$ cat src/rtl/ex_mem_reg.sv
// ex_mem_reg: pipeline register between the execute and memory stages.
//
// Holds one execute-stage result in a slot register. The slot stays
// unchanged for as long as a memory op waits on the data bus. Upstream
// stages are stalled until the bus returns data_ok. The block also flags
// which cycles carry a retiring instruction and counts the bus-stall cycles.
//
// Ports:
//   clk        in   clock, single domain
//   reset      in   synchronous, active-low reset
//   dataE_in   in   execute-stage result for this cycle
//   flush      in   squash request; kills the next entry loaded into the slot
//   dresp      in   data-bus response (only data_ok is consumed)
//   dataE      out  slot contents, fed to the memory stage
//   stall_out  out  freeze fetch/decode/execute this cycle
//   mem_valid  out  memory stage output is a retiring instruction this cycle
//   stall_cnt  out  saturating count of cycles with stall_out high

package ex_mem_pkg;

    typedef enum logic [2:0] {
        OP_NOP = 3'd0,
        OP_ADD = 3'd1,
        OP_SUB = 3'd2,
        OP_AND = 3'd3,
        OP_OR  = 3'd4,
        OP_LD  = 3'd5,
        OP_SD  = 3'd6,
        OP_BR  = 3'd7
    } op_t;

    typedef struct packed {
        op_t        op;
        logic [4:0] dst;
        logic       wen;
    } ctl_t;

    // is_bubble is the MSB; the reset constant in ex_mem_reg relies on that.
    typedef struct packed {
        logic        is_bubble;
        logic [31:0] pc;
        ctl_t        ctl;
        logic [63:0] alu_result;
        logic [63:0] store_data;
    } execute_data_t;

    typedef struct packed {
        logic        addr_ok;
        logic        data_ok;
        logic [63:0] rdata;
    } dbus_resp_t;

endpackage

// state   | meaning
// --------+--------------------------------------------------------------
// EMPTY   | slot holds a bubble; loads the next entry every cycle
// PASS    | slot holds a valid non-memory op; retires and is replaced
// WAIT    | slot holds a valid LD/SD; held until the data_ok cycle
//
// The state is decoded from the slot register itself, so the slot is the
// state register. The slot load follows the same decode.
module ex_mem_reg
    import ex_mem_pkg::*;
#(
    parameter int CNT_W = 32
) (
    input  logic              clk,
    input  logic              reset,
    input  execute_data_t     dataE_in,
    input  logic              flush,
    input  dbus_resp_t        dresp,
    output execute_data_t     dataE,
    output logic              stall_out,
    output logic              mem_valid,
    output logic [CNT_W-1:0]  stall_cnt
);

    typedef enum logic [1:0] {
        ST_EMPTY = 2'd0,
        ST_PASS  = 2'd1,
        ST_WAIT  = 2'd2
    } state_t;

    localparam execute_data_t SLOT_RESET =
        execute_data_t'({1'b1, {($bits(execute_data_t)-1){1'b0}}});
    localparam logic [CNT_W-1:0] CNT_MAX = '1;

    execute_data_t    slot_q, slot_d;
    execute_data_t    next_entry;
    logic             flush_pending_q, flush_pending_d;
    logic [CNT_W-1:0] stall_cnt_q, stall_cnt_d;
    state_t           state;
    logic             load;

    // Only data_ok matters here; the rest of the response belongs to MEM.
    logic unused_dresp;
    assign unused_dresp = ^{dresp.addr_ok, dresp.rdata};

    always_comb begin
        if (slot_q.is_bubble) begin
            state = ST_EMPTY;
        end else if (slot_q.ctl.op == OP_LD || slot_q.ctl.op == OP_SD) begin
            state = ST_WAIT;
        end else begin
            state = ST_PASS;
        end
    end

    always_comb begin
        stall_out = 1'b0;
        mem_valid = 1'b0;
        load      = 1'b1;
        case (state)
            ST_EMPTY: begin
                mem_valid = 1'b0;
            end
            ST_PASS: begin
                mem_valid = 1'b1;
            end
            ST_WAIT: begin
                // Bus response goes straight to the outputs, so a
                // same-cycle data_ok adds no stall.
                stall_out = ~dresp.data_ok;
                mem_valid = dresp.data_ok;
                load      = dresp.data_ok;
            end
            default: begin
                load = 1'b1;
            end
        endcase
    end

    always_comb begin
        next_entry           = dataE_in;
        next_entry.is_bubble = dataE_in.is_bubble | flush | flush_pending_q;

        slot_d = load ? next_entry : slot_q;

        // A flush seen while holding is remembered until the load that it
        // kills. A flush in the loading cycle acts directly through next_entry.
        flush_pending_d = load ? 1'b0 : (flush_pending_q | flush);

        stall_cnt_d = stall_cnt_q;
        if (stall_out && stall_cnt_q != CNT_MAX) begin
            stall_cnt_d = stall_cnt_q + CNT_W'(1);
        end
    end

    always_ff @(posedge clk) begin
        if (!reset) begin
            slot_q          <= SLOT_RESET;
            flush_pending_q <= 1'b0;
            stall_cnt_q     <= '0;
        end else begin
            slot_q          <= slot_d;
            flush_pending_q <= flush_pending_d;
            stall_cnt_q     <= stall_cnt_d;
        end
    end

    assign dataE     = slot_q;
    assign stall_cnt = stall_cnt_q;

endmodule

$ cat config.mk
export PLATFORM = sky130hd
export DESIGN_NAME = ex_mem_reg
export DESIGN_NICKNAME = d
export VERILOG_FILES = /design/src/rtl/ex_mem_reg.sv
export SDC_FILE = /design/constraint.sdc
export NUM_CORES = 1
export LEC_CHECK = 0
export ABC_AREA = 1
export BUFFER_PORTS_ARGS = -buffer_cell sky130_fd_sc_hd__buf_4
export CAP_MARGIN = 30
export CORE_AREA = 4 4 172 174
export DETAILED_ROUTE_END_ITERATION = 12
export DIE_AREA = 0 0 176 178
export PLACE_DENSITY = 0.52
export REMOVE_ABC_BUFFERS = 1
export SYNTH_ARGS = -nofsm -noshare
export SYNTH_HDL_FRONTEND = slang
export SYNTH_SLANG_ARGS = --single-unit
$ cat constraint.sdc
create_clock -name clk -period 3.95 [get_ports clk]
set_input_delay 0.395 -clock clk [delete_from_list [all_inputs] [get_ports clk]]
set_output_delay 0.395 -clock clk [all_outputs]
set_load 0.005 [all_outputs]
# Yosys cells after proc, flatten, opt, wreduce, memory -nomap -nowiden
# Index checks and enable logic that the tools add are counted.
[word_totals]
register_bits = 203
[classes]
n_addsub = 1
eq_ne = 5
muxes = 5
bitwise = 5
n_reduce_logical = 3
[op_table]
columns = ["operator", "count"]
rows = [
  ["32-bit by 1-bit adder with 32-bit output, second input constant", 1],
  ["32-bit inequality test, second input constant", 1],
  ["3-bit equality test, second input constant", 2],
  ["2-bit two-way mux", 2],
  ["1-bit OR", 3],
  ["2-bit by 1-bit equality test with 1-bit output, second input constant", 1],
  ["2-bit equality test, second input constant", 1],
  ["1-bit two-way mux", 2],
  ["1-bit NOT", 2],
  ["1-bit one-hot mux with 2 select lines", 1],
  ["2-bit OR reduction", 1],
  ["1-bit logical AND", 1],
  ["1-bit logical OR", 1],
]

# Longest topological paths before layout
[depth]
word_depth = 7
mapped_depth = 10
ltp_nobuf = 10

# Worst setup path after synthesis
# OpenSTA, ideal clock, no wires.
[synth_timing]
kind = "flip-flop to flip-flop"
from = "register stall_cnt_q[0] (netlist: stall_cnt[0])"
to = "register stall_cnt_q[15] (netlist: stall_cnt[15])"
setup_time_ns = 0.115
arrival_time_ns = 1.441
t_required_ns = 3.835
path_slack_ns = 2.394
stages_incl_launch_ff = 10
n_path_buf = 1
period_less_slack_ns = 1.556
path_cell_list = "dfxtp_1 -> ha_1 -> inv_1 -> nor2_4 -> nand2_2 -> nor2_4 -> nand3b_4 -> buf_6 -> a21oi_1 -> nor2_1"
[synth_via]
elab_chain_len = 2
elab_cells_between_ends = 3
cone_classes = "add/sub: 1; eq/ne: 1; reduce/logical: 1"
[synth_rtl]
columns = ["element", "line", "text"]
rows = [
  ["start, declared", "92", "logic [CNT_W-1:0] stall_cnt_q, stall_cnt_d;"],
  ["start signal, assigned", "158", "stall_cnt_q <= stall_cnt_d;"],
  ["parallel branches: the longest is 2 deep, another holds 32-bit by 1-bit adder with 32-bit output", "-", ""],
]
# Several ways; the timed one is not identified.
# A chain may end at the register's enable or synchronous reset.

# Worst setup path in the final report
[layout_timing]
from = "register slot_q (netlist bit dataE[136])"
to = "output port stall_out"
[layout_via]
elab_chain_len = 6
elab_cells_between_ends = 7
cone_classes = "eq/ne: 3; mux: 3; reduce/logical: 1"
[layout_rtl]
columns = ["element", "line", "text"]
rows = [
  ["start, declared", "89", "execute_data_t slot_q, slot_d;"],
  ["start signal, assigned", "156", "slot_q <= slot_d;"],
  ["3-bit equality test", "103", "end else if (slot_q.ctl.op == OP_LD || slot_q.ctl.op == OP_SD) begin"],
  ["1-bit logical OR *", "103", ""],
  ["2-bit two-way mux *", "103", ""],
  ["2-bit two-way mux *", "101", "if (slot_q.is_bubble) begin"],
  ["2-bit equality test *", "114", "case (state)"],
  ["1-bit two-way mux *", "114", ""],
  ["end, declared", "74", "output logic stall_out,"],
]
# Every way passes the cells marked *; elsewhere a longest branch is shown, timed or not.

==> flow_summary.toml <==
[power_and_ir_drop]
p_leak_nw = 5.31
internal_power_mw = 3.76
clockPowerShare = 0.451
comb_power_share = 0.097
switching_share = 0.226
p_seq_frac = 0.452
p_switching_mw = 1.10
ir_drop_v = 0.000277
powerDensity_mw_per_mm2 = 412

[routing]
wl_per_cell_um = 15.1
drc = 0
drt_first_pass_iters = 5
wl_um = 27600
ant_nets = 0
vias = 8082
viasPerCell = 4.43
drtIter0Drc = 420

[die]
initial_core_util = 0.285
coreArea_mm2 = 0.0278
die_area_mm2 = 0.0313
rows = 61
dieWidth_um = 176
fp.dieH_um = 178
io-pin-count = 443

[final_layout]
fill_cells = 2910
final_cell_mix = "nor2_1 (418), buf_4 (381), dfxtp_1 (203)"
nets = 1670
fin_area_mm2 = 0.0118
multiInputGateArea_mm2 = 0.00343
final-instance-count-excl-fill = 1825
antenna_cells = 0
regArea_mm2 = 0.00406
syn2layout_area_growth_pct = 48.7
final_common_cell = "nor2_1"
drive_gt1_frac = 0.305

[synth]
ys.warnings.count = 0
avgSynthCellArea_um2 = 7.31
postSynthCellCount = 1084
syn_area_mm2 = 0.00792
netlist_top_cells_area = "dfxtp_1 (51%), nor2_1 (20%), o21ai_0 (11%), nand2_1 (4.8%), nand3_1 (2.2%)"
ys_ff_latch = 203
ys_seq_area_frac = 0.513
synth.distinct_cells = 27
synth_top_area_frac = 0.513
synth_area_leader_cell = "dfxtp_1"

[grt]
grt_pass1_vias = 7912
groute.usage.overall = 0.164
overflow = 0
grt_pass1_wl_um = 42400
antenna_found_initial = 0
grt_max_degree = 112

[clock_tree]
htreeDepth = 1
clock_path_buffers = 3
clock-sinks = 203
cts_hold_buffers = 0
clk_pin_slew_ps = 60
cts_resized = 0
insertion_delay_ps = 500
cts_made_buffers = 24
cts_tree = "yes"
clockRootBuffer = "clkbuf_16"
post-cts-setup-buffers = 0

[critical_path]
crit_required_ps = 3560
critPathArrivalTime_ps = 2070
crit_path_end_kind = "output port"
cp_max_fo = 26
regToRegSetupSlack_ps = 1700
cp-start-kind = "flip-flop"
critical_path_class = "reg2out"

[sta]
finalCriticalPeriod_ps = 2470
clock_skew_ps = 8.69
slew_headroom = 0.526
report.final.slew_viol_count = 0
holdWs_ps = 88.2
rsz0062_at_grt = "no"
tns_ps = 0
worstMarginPinSlew_ps = 710
setup_violations = 0
timing.fmax_mhz = 405
hold_viol = 0
post-route-period-util = 0.625

[place]
placed_area_mm2 = 0.0110
gp_congestion = 0.792
dp_hpwl_um = 19300
dp.cells = 1782
port_buffers = 377

[hold_path]
hold_class = "in2reg"

[run]
max_cap_viol_count = 0

[status]
status = "completed"
[synthesized netlist by cell type]
library cell and count:
nand2_4 1, nand3_2 2, ha_1 1, inv_2 1, xor2_1 2, dfxtp_1 203, o21ai_0 171, clkbuf_1 34
buf_2 14, nor2_1 418, xnor2_1 3, a21oi_1 29, nand3_1 35, nand2_1 101, inv_1 28, nor2_4 5
nor3b_1 1, nand4_1 5, nor2_2 3, nand4_2 1, nand3b_1 2, buf_6 3, nor3_1 2, nand3b_2 1
nand2_2 4, nand3b_4 1, buf_4 13
[sequential cells by signal, summed over array words and instances, names as in the netlist]
| register | count |
|---|---|
| dataE | 170 |
| flush_pending_q | 1 |
| stall_cnt | 32 |
[power by group through the flow]
stage | Sequential [mW] | Clock (mW) | Combinational (mW)
floorplan | 2.24 | 0 | 0.125
global placement | 2.23 | 0 | 0.478
detailed placement | 2.23 | 0 | 0.480
CTS | 2.19 | 2.27 | 0.482
global route | 2.20 | 2.36 | 0.527
finish | 2.19 | 2.19 | 0.472
[worst max-delay path, stage by stage, from the launching register on]
cell and delay (ps):
dfxtp_1 330, inv_1 40, nor2_1 220, nand3_2 170, nor2_4 580, buf_4 230
[per-stage QoR]
| step | setup WS, ps | util | power (mW) |
|---|---|---|---|
| final | 1480 | 0.424 | 4.86 |
| after global routing | 1270 | 0.424 | 5.09 |
| after CTS | 1420 | 0.424 | 4.95 |
| after detailed placement | 1530 | 0.396 | 2.71 |
| after global placement | 1530 | 0.396 | 2.71 |
| after floorplan | 208 | - | 2.37 |
[routing by layer]
| metal | wire, um | GRT usage |
|---|---|---|
| met1 | 11100 | 0.195 |
| met2 | 13000 | 0.279 |
| met3 | 2760 | 0.0632 |
| met4 | 686 | 0.0445 |
| met5 | 0 | 0 |
[area by class of cell]
type	instances	share of cell area
sequential	203	0.345
multi-input combinational	788	0.291
timing repair buffer	384	0.248
clock buffer	36	0.0617
tap	378	0.0401
inverter	29	0.00924
clock inverter	7	0.00510
[cell families (layout without fill, tap and decap cells)]
kind of cell / after synthesis / count (layout) / synth area share
xor gates and xnor gates: 5 / 5 / 0.00553
AOI/OAI and AO/OA: 200 / 200 / 0.126
DFF: 203 / 203 / 0.513
adders and majority gates: 1 / 1 / 0.00158
buffers and inverters: 93 / 456 / 0.0553
and+or+nand+nor: 582 / 582 / 0.298
[final timing paths]
| kind | start | end | cells past startpoint |
|---|---|---|---|
| worst max-delay path | dataE[136] | stall_out | 5 |
| worst min-delay path | dataE_in[136] | dataE[136] | 3 |
| worst max register to register | dataE[136] | stall_cnt[19] | 9 |
| worst min register to register | flush_pending_q | flush_pending_q | 2 |
Power figures use the tool's default switching activity.
